### src/rtl/cpu_pkg.sv
// Shared back-end definitions: load type encodings, ROB tag width, load buffer FSM states.
package cpu_pkg;

   localparam int unsigned ROB_TAGW = 6;

   localparam logic [2:0] LBOp  = 3'b000;
   localparam logic [2:0] LHOp  = 3'b001;
   localparam logic [2:0] LWOp  = 3'b010;
   localparam logic [2:0] LBUOp = 3'b100;
   localparam logic [2:0] LHUOp = 3'b101;

   typedef enum logic [1:0] {
      LB_IDLE  = 2'b00,
      LB_ISSUE = 2'b01,
      LB_GAP   = 2'b10
   } lb_state_t;

   function automatic logic misaligned(input logic [2:0] ltype, input logic [31:0] addr);
      case (ltype)
         LHOp, LHUOp: return addr[0];
         LWOp:        return |addr[1:0];
         default:     return 1'b0;
      endcase
   endfunction

endpackage

### src/rtl/lb_entry.sv
// One load buffer slot: holds a dispatched load, snoops the CDB for a pending base,
// and presents base + offset as the effective address.
module lb_entry
   import cpu_pkg::*;
#(
   parameter int unsigned TAGW = ROB_TAGW
) (
   input  logic            clock,
   input  logic            reset_n,
   input  logic            clear,
   input  logic            write,
   input  logic            free,
   input  logic [2:0]      in_type,
   input  logic            in_ready,
   input  logic [31:0]     in_base,
   input  logic [TAGW-1:0] in_tag,
   input  logic [31:0]     in_offset,
   input  logic [TAGW-1:0] in_rob,
   input  logic            cdbEnable,
   input  logic [TAGW-1:0] cdbRobNum,
   input  logic [31:0]     cdbData,
   output logic            valid,
   output logic            ready,
   output logic [2:0]      ltype,
   output logic [TAGW-1:0] robNum,
   output logic [31:0]     addr
);

   logic [TAGW-1:0] tag;
   logic [31:0]     base;
   logic [31:0]     offset;
   logic            cap_now;
   logic            snoop;

   // A broadcast in the dispatch cycle would otherwise be missed by the snoop below.
   assign cap_now = !in_ready && cdbEnable && (cdbRobNum == in_tag);
   assign snoop   = valid && !ready && cdbEnable && (cdbRobNum == tag);

   always_ff @(posedge clock) begin
      if (!reset_n || clear) begin
         valid <= 1'b0;
         ready <= 1'b0;
      end else if (write) begin
         valid  <= 1'b1;
         ready  <= in_ready || cap_now;
         ltype  <= in_type;
         tag    <= in_tag;
         base   <= in_ready ? in_base : cdbData;
         offset <= in_offset;
         robNum <= in_rob;
      end else if (free) begin
         valid <= 1'b0;
         ready <= 1'b0;
      end else if (snoop) begin
         ready <= 1'b1;
         base  <= cdbData;
      end
   end

   assign addr = base + offset;

endmodule

### src/rtl/load_buffer.sv
// In-order load queue feeding the load unit; issues one pulse per load with a gap cycle.
// Optional misalignment trap enabled by defining LB_ALIGN_CHECK_EN.
module load_buffer
   import cpu_pkg::*;
#(
   parameter int unsigned DEPTH = 4,
   parameter int unsigned TAGW  = ROB_TAGW
) (
   input  logic            clock,
   input  logic            reset_n,
   input  logic            flush,
   input  logic            dispatchEnable,
   input  logic [2:0]      loadType,
   input  logic            baseReady,
   input  logic [31:0]     baseValue,
   input  logic [TAGW-1:0] baseTag,
   input  logic [31:0]     offset,
   input  logic [TAGW-1:0] robNum,
   output logic            full,
   output logic            empty,
   input  logic            cdbEnable,
   input  logic [TAGW-1:0] cdbRobNum,
   input  logic [31:0]     cdbData,
   input  logic            luBusy,
   output logic            loadEnable,
   output logic [2:0]      loadType_out,
   output logic [31:0]     addr_out,
   output logic [TAGW-1:0] robNum_out,
   output logic            excValid,
   output logic [TAGW-1:0] excRobNum
);

   localparam int unsigned PW = $clog2(DEPTH);
   localparam int unsigned CW = PW + 1;

   logic [PW-1:0] head, tail;
   logic [CW-1:0] count, count_next;
   lb_state_t     state;

   logic            e_valid [DEPTH];
   logic            e_ready [DEPTH];
   logic [2:0]      e_type  [DEPTH];
   logic [TAGW-1:0] e_rob   [DEPTH];
   logic [31:0]     e_addr  [DEPTH];

   logic dispatch_ok, head_ok, head_mis, issue_go;

   assign dispatch_ok = dispatchEnable && !full && !flush;
   assign head_ok     = e_valid[head] && e_ready[head] && (state != LB_ISSUE);
`ifdef LB_ALIGN_CHECK_EN
   assign head_mis    = misaligned(e_type[head], e_addr[head]);
`else
   assign head_mis    = 1'b0;
`endif
   // A trapping load only reports, so it does not wait for the load unit.
   assign issue_go    = !flush && head_ok && (head_mis || !luBusy);

   for (genvar i = 0; i < DEPTH; i++) begin : g_entry
      lb_entry #(.TAGW(TAGW)) u_entry (
         .clock     (clock),
         .reset_n   (reset_n),
         .clear     (flush),
         .write     (dispatch_ok && (tail == PW'(i))),
         .free      (issue_go && (head == PW'(i))),
         .in_type   (loadType),
         .in_ready  (baseReady),
         .in_base   (baseValue),
         .in_tag    (baseTag),
         .in_offset (offset),
         .in_rob    (robNum),
         .cdbEnable (cdbEnable),
         .cdbRobNum (cdbRobNum),
         .cdbData   (cdbData),
         .valid     (e_valid[i]),
         .ready     (e_ready[i]),
         .ltype     (e_type[i]),
         .robNum    (e_rob[i]),
         .addr      (e_addr[i])
      );
   end

   always_comb begin
      count_next = count;
      if (dispatch_ok && !issue_go)
         count_next = count + CW'(1);
      else if (!dispatch_ok && issue_go)
         count_next = count - CW'(1);
   end

   always_ff @(posedge clock) begin
      if (!reset_n) begin
         head         <= '0;
         tail         <= '0;
         count        <= '0;
         full         <= 1'b0;
         empty        <= 1'b1;
         state        <= LB_IDLE;
         loadEnable   <= 1'b0;
         loadType_out <= '0;
         addr_out     <= '0;
         robNum_out   <= '0;
         excValid     <= 1'b0;
         excRobNum    <= '0;
      end else if (flush) begin
         head       <= '0;
         tail       <= '0;
         count      <= '0;
         full       <= 1'b0;
         empty      <= 1'b1;
         state      <= LB_IDLE;
         loadEnable <= 1'b0;
         excValid   <= 1'b0;
      end else begin
         if (issue_go)
            head <= head + PW'(1);
         if (dispatch_ok)
            tail <= tail + PW'(1);
         count      <= count_next;
         full       <= (count_next == CW'(DEPTH));
         empty      <= (count_next == '0);
         loadEnable <= issue_go && !head_mis;
         excValid   <= issue_go && head_mis;
         if (issue_go && !head_mis) begin
            loadType_out <= e_type[head];
            addr_out     <= e_addr[head];
            robNum_out   <= e_rob[head];
         end
         if (issue_go && head_mis)
            excRobNum <= e_rob[head];
         if (issue_go)
            state <= LB_ISSUE;
         else if (state == LB_ISSUE)
            state <= LB_GAP;
         else
            state <= LB_IDLE;
      end
   end

endmodule

### config.mk
export PLATFORM = sky130hd
export DESIGN_NAME = load_buffer
export DESIGN_NICKNAME = d
export VERILOG_FILES = /design/src/rtl/cpu_pkg.sv /design/src/rtl/lb_entry.sv /design/src/rtl/load_buffer.sv
export SDC_FILE = /design/constraint.sdc
export NUM_CORES = 1
export LEC_CHECK = 0
export BUFFER_PORTS_ARGS = -buffer_cell sky130_fd_sc_hd__buf_4
export CAP_MARGIN = 10
export CORE_ASPECT_RATIO = 1.5
export CORE_MARGIN = 3
export CORE_UTILIZATION = 55
export CTS_CLUSTER_SIZE = 25
export DETAILED_ROUTE_END_ITERATION = 10
export GPL_TIMING_DRIVEN = 0
export HOLD_SLACK_MARGIN = 0.15
export PLACE_DENSITY = 0.77
export SLEW_MARGIN = 20
export SYNTH_ARGS = -nofsm -noshare
export SYNTH_HDL_FRONTEND = slang
export SYNTH_SLANG_ARGS = --single-unit
### constraint.sdc
create_clock -name clock -period 4 [get_ports clock]
set_clock_uncertainty 0.2 [all_clocks]
set_input_delay 0.2 -clock clock [delete_from_list [all_inputs] [get_ports clock]]
set_output_delay 0.2 -clock clock [all_outputs]
set_load 0.02 [all_outputs]
# == Yosys cells after proc, flatten, opt, wreduce, memory -nomap -nowiden ==
# Cells that the tools add are included.
# word_totals
register_bits,377
inputBits,124
out_inout_bits,51
word_cells,191
# op_classes
add_sub_neg,8
magnitude_cmp,1
eq_ne,18
mux,52
bitwise,4
n_reduce_logical,69
# ops
operator,n
$mux W32,15
$add A32 B32 Y32,4
$bmux W32 S2,1
$eq A6 B6 Y1,5
$logic_and A1 B1 Y1,30
$mux W1,25
$reduce_bool A2 Y1,8
$bmux W6 S2,1
$mux W3,4
$mux W6,2
$reduce_and A3 Y1,4
$reduce_bool A3 Y1,4
$logic_not A1 Y1,11
$ne A2 B1 Y1 const B,5
$reduce_and A2 Y1,5
$eq A2 B2 Y1 const B,4
$bmux W3 S2,1
$eq A2 B1 Y1 const B,3
$add A2 B1 Y2 const B,2
$bmux W1 S2,2
$logic_not A2 Y1,2
$add A3 B1 Y3 const B,1
$eq A3 B3 Y1 const B,1
$ge A3 B3 Y1 const B,1
8 further kinds,11

# == Longest topological paths before layout ==
# Gate-level depths: netlist of run 1.
# depth
word_depth,12
ltp_mapped,11
depth_no_buf,11

# == Cells and area by module ==
# A second synthesis of run 1 with hierarchy kept.
# unflattened
hier_cells,1862
hier_area_um2,22298.9
# by_module_without_submodules
mod,instances,cells_per_inst,area_each_um2,seq_area_each_um2
lb_entry (g_entry[3].u_entry),1,402,4814.6,2412.3
lb_entry (g_entry[1].u_entry),1,374,4744.6,2412.3
lb_entry (g_entry[0].u_entry),1,381,4724.5,2412.3
lb_entry (g_entry[2].u_entry),1,377,4693.3,2412.3
load_buffer,1,328,3321.9,1041.0

# == Worst setup path before layout of run 1 ==
# OpenSTA, ideal clock, no wires.
# synth_path
kind,reg-to-reg
start,reg full
end,reg g_entry[1].u_entry.ltype[0] (enable)
setup_time_ns,0.452
arrival_ns,3.259
t_required_ns,3.348
slack_ns,0.090
stages_incl_launch_ff,6
n_path_buf,1
period_less_slack_ns,3.910
path_cell_list,dfxtp_1 nor2b_1 nor2b_1 clkbuf_1 nand2_1 nor2_1
# synth_between
elab_chain_len,5
# synth_rtl
element,line_no,source
from (decl),load_buffer.sv:19,"output logic full,"
from (signal assigned),load_buffer.sv:119,full <= (count_next == CW'(DEPTH));
$logic_not A1 Y1,load_buffer.sv:48,assign dispatch_ok = dispatchEnable && !full && !flush;
$logic_and A1 B1 Y1 (2 in a row),load_buffer.sv:48,
$logic_and A1 B1 Y1,load_buffer.sv:63,".write (dispatch_ok && (tail == PW'(i))),"
$reduce_and A2 Y1 (no source line),--,
to (signal assigned),lb_entry.sv:46,ltype <= in_type;
to (decl),lb_entry.sv:24,"output logic [2:0] ltype,"
# Every way passes these cells.
# A chain may end at the register's enable or synchronous reset.

# == Final worst setup path of run 1 ==
# layout_path
start,reg g_entry[0].u_entry.base[0]
end,reg addr_out[20]
# layout_between
elab_chain_len,4
# layout_rtl
element,line_no,source
from (decl),lb_entry.sv:30,logic [31:0] base;
from (signal assigned),lb_entry.sv:48,base <= in_ready ? in_base : cdbData;
from (signal assigned),lb_entry.sv:56,base <= cdbData;
$add A32 B32 Y32,lb_entry.sv:60,assign addr = base + offset;
$bmux W32 S2,load_buffer.sv:125,addr_out <= e_addr[head];
$mux W32 (implied by the code) (2 in a row),load_buffer.sv:125,
to (signal assigned),load_buffer.sv:125,
to (decl),load_buffer.sv:27,"output logic [31:0] addr_out,"
# Every way passes these cells. The select of a mux whose other input is x is not followed.

==> run metrics, run 1 <==
Clock Latency Late Sink 0.56 ns; Buffers on Ports 161; share of synthesized registers carrying an async set or reset 0%; Gate Count Post-Synth 1762; Max VDD drop 0.3681 mV; slowest CP cell fa_1; H-tree depth 2; initial core utilization 55.92%; post-DP HPWL 52530 µm; reg-to-reg setup timing slack 0.02 ns; pwr/cell area 330.3 nW/µm²; CTS tree done; slowest stage delay, CP 0.46 ns; RSZ-0062 raised after global routing no; Top FF cell, synth edfxtp_1; share of layout cells above drive strength 1 20.06%; WS Path Type register to register; CP endpoint kind register; Die X 165.8 µm; total CTS buffers 37; worst path buffer plus inverter count 0; Cell Area, Synth 21060 µm²; Fin Setup TNS 0 ns; via/cell ratio 6.378; Hold Crit Class input port to register; gpl congestion 0.9779; CTS sink cnt 376; router iterations before antenna repair 7; CTS Root Buffer Type clkbuf_16; DR iter-0 viols 1465; Fill cells 2671; Final min period 3.981 ns; GRT overflow 0; CORE AREA 37660 µm²; # setup viols final 0; gr usage total 34.43%; Least-Margin Pin Slew 1.099 ns; first-pass GRT wire length 106500 µm; P&R area growth vs syn 24.41%; DRC errors left 0; Clock Tree Buf Depth 3; synth unique cells 82; Die ar. 40720 µm²; vias 16930; endpoints failing hold 0; f_max 0.2512 GHz; syn_area_per_cell 11.95 µm²; crit-path max FO 4; antenna viol nets, final 0; final period utilization 99.53%; status complete, no violations; leak pwr 9.814 nW; Worst slew margin 26.76%; family with the most delay on the worst path compound AO/OA/AOI/OAI gates; CP required 4.24 ns; Slew Limit Fails 0; IO Pins 175; leading area contributor after synthesis edfxtp_1; crit path launch type register; #FFs+latches synth 376; critical path cell sequence ha_1 > fa_1 > a211oi_1 > o21ai_0 > o2111a_1 > o211ai_1 > a21boi_0 > nor2_1 > xor2_1 > o2111ai_1 > a32o_1; area share of the largest cell type after synthesis 45.06%; Routed WL 71690 µm; # rows 87; top cells by area, synth edfxtp_1 (45%), ha_1 (8.0%), mux2_2 (6.8%); Nets 2397; max-cap viol count 0; Final Cell Area 26200 µm²; crit path DAT 4.22 ns; vias in the first global route 17610; Area after DPL 23260 µm²; largest net degree at the start of global routing 21; Die Ht 245.7 µm; register area share after synthesis 50.76%; wire per inst 27.00 µm; antenna violations before repair 2; EDFF count, synth 316; clock slew at the register clock pins of the worst setup and hold paths 0.07 ns; Yosys Warn Count 0
## layout by cell type, fill, tap and decap left out, types with 12 or more instances in the layout
master | synthesis | routed
edfxtp_1 | 316 | 316
buf_4 | 7 | 170
dlygate4sd3_1 | 0 | 148
nand2_1 | 134 | 134
ha_1 | 134 | 134
mux2_2 | 128 | 128
a21oi_1 | 122 | 121
xnor2_1 | 91 | 90
o21ai_0 | 83 | 80
nor2_1 | 80 | 72
a21o_1 | 64 | 64
dfxtp_1 | 60 | 60
clkbuf_1 | 49 | 53
nand3_1 | 46 | 46
xor2_1 | 46 | 46
clkbuf_16 | 0 | 38
o211ai_1 | 31 | 31
a211oi_1 | 28 | 27
inv_1 | 25 | 25
nor3_1 | 20 | 20
mux4_2 | 20 | 20
and3_1 | 17 | 17
o21bai_1 | 15 | 15
nor2b_1 | 14 | 14
o31ai_1 | 13 | 13
o21a_1 | 13 | 13
a31oi_1 | 14 | 13
or3_1 | 12 | 12
## cell families (layout without fill, tap and decap cells)
family	count (synthesis)	in the layout	synth area share, %
adder cells (fa/ha/maj)	138	138	8.341
AND/OR/NAND/NOR	377	377	8.472
flip-flops	376	376	50.76
buffers and inverters	95	490	1.824
multiplexers	156	156	9.363
XOR/XNOR	137	137	5.697
other	1	10	0.01781
AO/OA/AOI/OAI	482	482	15.52
## flip-flops by register name, indices dropped and copies added, names as in the netlist, 4 cells and up
register and count:
g_entry.u_entry.robNum 24, g_entry.u_entry.valid 4, robNum_out 6, g_entry.u_entry.base 128, g_entry.u_entry.tag 24, g_entry.u_entry.ready 4
g_entry.u_entry.offset 128, addr_out 32, g_entry.u_entry.ltype 12
## repair_timing
action / CTS / global route
hold endpoints to repair: 334 / 0
buffers inserted: 5 / 1
pin swaps: 4 / 1
hold buffers: 148 / 0
setup endpoints to repair: 94 / 97
gates resized for setup: 9 / 19
## path summary, 6_finish.rpt
path,startpoint,endpoint,cells past startpoint
hold / removal,cdbRobNum[5],g_entry[3].u_entry.ready,5
setup reg to reg,g_entry[0].u_entry.base[0],addr_out[20],11
setup / recovery,g_entry[0].u_entry.base[0],addr_out[20],11
hold reg to reg,robNum_out[1],robNum_out[1],2
## per-layer routing
metal | part of all wire, % | GRT usage (%) | vias to the layer above
met5 | 0 | 0 | -
met4 | 8.0 | 23.40 | 0
met3 | 5.6 | 3.426 | 263
met2 | 52 | 63.54 | 860
met1 | 34 | 37.13 | 8278
li1 | - | - | 7532
## power by group
part	switching, mW	internal, mW	total [mW]
combinational	0.341	0.353	0.694
sequential	0.0119	4.28	4.29
clock	1.58	2.09	3.67
## through the flow
stage / worst slack (ns) / power (mW) / instances / utilization (%) / hold WS (ns)
floorplan: 0.08950 / 4.659 / 1768 / - / 0.09887
global route: 0.01240 / 8.880 / 2654 / 69.56 / 0.1989
detailed placement: -0.3486 / 4.918 / 2431 / 61.75 / 0.2037
global placement: -2.428 / 4.894 / 2418 / 60.81 / 0.1995
CTS: 0.03328 / 8.640 / 2651 / 69.28 / 0.1861
finish: 0.01867 / 8.655 / 2655 / 69.56 / 0.1939
## worst register-to-register path, stage by stage, from the launching register on
cell and delay (ns):
edfxtp_1 0.41, ha_1 0.28, fa_1 0.46, a211oi_1 0.26, o21ai_0 0.27, o2111a_1 0.44, o211ai_1 0.42, a21boi_0 0.23
nor2_1 0.16, xor2_1 0.28, o2111ai_1 0.16, a32o_1 0.31
## layout make-up
cell class | instances | area, µm² | area share (%)
multi-input cells | 1297 | 10160 | 38.80
clock inverters | 22 | 279.0 | 1.065
repair buffers | 328 | 3078 | 11.75
well taps | 489 | 611.8 | 2.335
inverters | 27 | 105.1 | 0.4011
clock buffers | 45 | 977.2 | 3.730
flip-flops and latches | 376 | 10690 | 40.80
plain buffers | 68 | 286.5 | 1.094
diodes | 3 | 7.507 | 0.02865
## cell usage after synthesis, types with 8 or more instances
cell / instances
o211ai_1: 31
and2_1: 8
inv_1: 25
a221oi_1: 9
a21o_1: 64
xor2_1: 46
and3_1: 17
a31oi_1: 14
buf_1: 11
nand3_1: 46
mux2i_1: 8
clkbuf_1: 49
xnor2_1: 91
mux4_2: 20
nand4_1: 11
nor2b_1: 14
dfxtp_1: 60
ha_1: 134
nor3b_1: 9
or3_1: 12
o21ai_0: 83
o31ai_1: 13
nor2_1: 80
nand2_1: 134
nor3_1: 20
mux2_2: 128
edfxtp_1: 316
o21bai_1: 15
a211oi_1: 28
o21a_1: 13
a21oi_1: 122
Note: power is estimated with default switching activity, not from simulation.
==> run 2: changes to the inputs <==
CTS_CLUSTER_SIZE = not set   (was 25)
REMOVE_ABC_BUFFERS = 1   (was not set)
==> run 2 against run 1 <==
Via count fell by 1.4%. Wire length fell by 2.9%. Utilization rose by 0.16 points. Highest routed layer unchanged.
==> run metrics, run 2 (synthesized netlist as in run 1, its figures left out) <==
Die Ht 245.7 µm (unchanged); wire per inst 26.70 µm (-1.1%); # rows 87 (unchanged); router iterations before antenna repair 8 (+1); P&R area growth vs syn 24.69%; Max VDD drop 0.3814 mV (+3.6%); pwr/cell area 330.0 nW/µm² (-0.11%); max-cap viol count 0 (unchanged); status complete, no violations; DRC errors left 0 (unchanged); WS Path Type register to register; Fin Setup TNS 0 ns (unchanged); endpoints failing hold 0 (unchanged); slowest CP cell a311oi_1; Final Cell Area 26260 µm² (+0.23%); reg2reg end addr_out[21]; f_max 0.2538 GHz (+1.1%); CTS Root Buffer Type clkbuf_16; hold_sp offset[4]; Final WS setup 0.06013 ns (+0.04146 ns); commonest non-fill, non-tap cell in the layout edfxtp_1; # setup viols final 0 (unchanged); gpl congestion 0.9684 (-0.97%); commonest cells after routing, fill and taps aside edfxtp_1 (316), buf_4 (174), dlygate4sd3_1 (156), nand2_1 (134), ha_1 (134); Slew Limit Fails 0 (unchanged); reg-to-reg setup timing slack 0.06 ns (+0.04 ns); Hold Crit Class input port to register; DR iter-0 viols 1452 (-0.89%); met3 Track Usage GR 3.908% (+0.48 points); Reg2Reg Depth 10 (-1); Clock Latency Late Sink 0.55 ns (about the same); CORE AREA 37660 µm² (unchanged); met2 GRT Util 60.70% (-2.8 points); share of layout cells above drive strength 1 21.40% (+1.3 points); antenna viol nets, final 0 (unchanged); antenna violations before repair 1 (-1); area taken by multi-input logic gates 10230 µm² (+0.69%); Hold Crit Endpoint g_entry[3].u_entry.offset[4]; vias 16700 (-1.4%); GRT Max-Usage Layer met2; Area after DPL 23290 µm² (+0.16%); crit path launch type register; Clock Tree Buf Depth 3 (unchanged); total CTS buffers 37 (unchanged); crit-path max FO 5 (+1); Final min period 3.940 ns (-0.04146 ns); clock slew at the register clock pins of the worst setup and hold paths 0.07 ns (about the same); Nets 2350 (-2.0%); crit path DAT 4.18 ns (-0.04 ns); final period utilization 98.50% (-1.0 points); via/cell ratio 6.405 (+0.43%); post-DP HPWL 48930 µm (-6.9%); RSZ-0062 raised after global routing no; Fill cells 2669 (-0.075%); Buffers on Ports 167 (+3.7%); dpl ws -0.4461 ns (-0.09757 ns); H-tree depth 2 (unchanged); Die ar. 40720 µm² (unchanged); Routed WL 69600 µm (-2.9%); CTS sink cnt 376 (unchanged); slowest stage delay, CP 0.73 ns (+0.27 ns); gr usage total 33.42% (-1.0 points); biggest regs g_entry.u_entry.base (128), g_entry.u_entry.offset (128), addr_out (32); Hold Path Stages 2 (-3); Least-Margin Pin Slew 1.079 ns (-0.02006 ns); vias in the first global route 17540 (-0.38%); M1 GR Usage 37.17% (+0.040 points); CTS tree done; Reg area 10700 µm² (about the same); CP required 4.24 ns (about the same); IO Pins 175 (unchanged); Worst slew margin 28.10% (+1.3 points); first-pass GRT wire length 103600 µm (-2.8%); leak pwr 9.818 nW (about the same); final hold slack 0.1986 ns (+0.004796 ns); initial core utilization 55.92% (unchanged); GRT overflow 0 (unchanged); RR Startpoint g_entry[1].u_entry.offset[1]; critical path cell sequence ha_1 > a211oi_2 > o211a_1 > o211ai_1 > a41o_1 > a311oi_1 > o21bai_1 > xnor2_1 > mux2i_1 > o311a_1; Die X 165.8 µm (unchanged); CP endpoint kind register; largest net degree at the start of global routing 54 (+160%)
run 2: stage by stage:
stage,utilization [%],instances,power (mW)
after CTS,69.50,2605,8.650
after detailed placement,61.84,2379,4.914
final,69.72,2607,8.665
after global placement,60.18,2356,4.879
after floorplan,-,1700,4.645
after global routing,69.72,2607,8.886
run 2: area by class of cell:
cell class / count / share of cell area, %
Clock buffer: 48 / 3.836
Multi-Input combinational cell: 1297 / 38.97
Tap cell: 489 / 2.330
Inverter: 27 / 0.4098
Timing Repair Buffer: 349 / 12.72
Sequential cell: 376 / 40.74
Clock inverter: 20 / 0.9815
Antenna cell: 1 / 0.009529
run 2: critical path: cells and delay by family (launching register included):
family	cells	cell delay [ns]
XOR/XNOR	1	0.23
flip-flops	1	0.44
AO/OA/AOI/OAI	7	2.50
multiplexers	1	0.10
adder cells (fa/ha/maj)	1	0.36
run 2: power by group:
part           switching [mW]  internal (mW)  total, mW  leakage (nW)
sequential             0.0134           4.27       4.29          3.34
combinational           0.333          0.359      0.691          5.87
clock                    1.56           2.12       3.69         0.607
run 2: worst max-delay path by stage:
stage	start	endpoint	slack [ns]	cells past startpoint
global placement	head[0]	g_entry[0].u_entry.base[31]	-5.21	6
CTS	g_entry[2].u_entry.offset[0]	addr_out[28]	0.003	11
floorplan	head[0]	g_entry[0].u_entry.base[0]	-1.17	6
global route	g_entry[1].u_entry.offset[1]	addr_out[29]	0.002	10
detailed placement	g_entry[0].u_entry.offset[0]	addr_out[30]	-0.45	11
finish	g_entry[1].u_entry.offset[1]	addr_out[21]	0.06	10
run 2: repair_timing:
action                                  4_1_cts  5_1_grt
buffers inserted                              2        1
endpoints found under the setup margin       12        8
resized for setup                            12       14
endpoints found under the hold margin       335        0
hold buffers                                156        0
gates cloned                                  0        0
pin swaps                                     1        4
run 2: routing by layer:
metal	share of wire, %	vias up
met5	0	-
met3	6.4	257
met4	7.1	0
li1	-	7454
met2	52	830
met1	35	8158
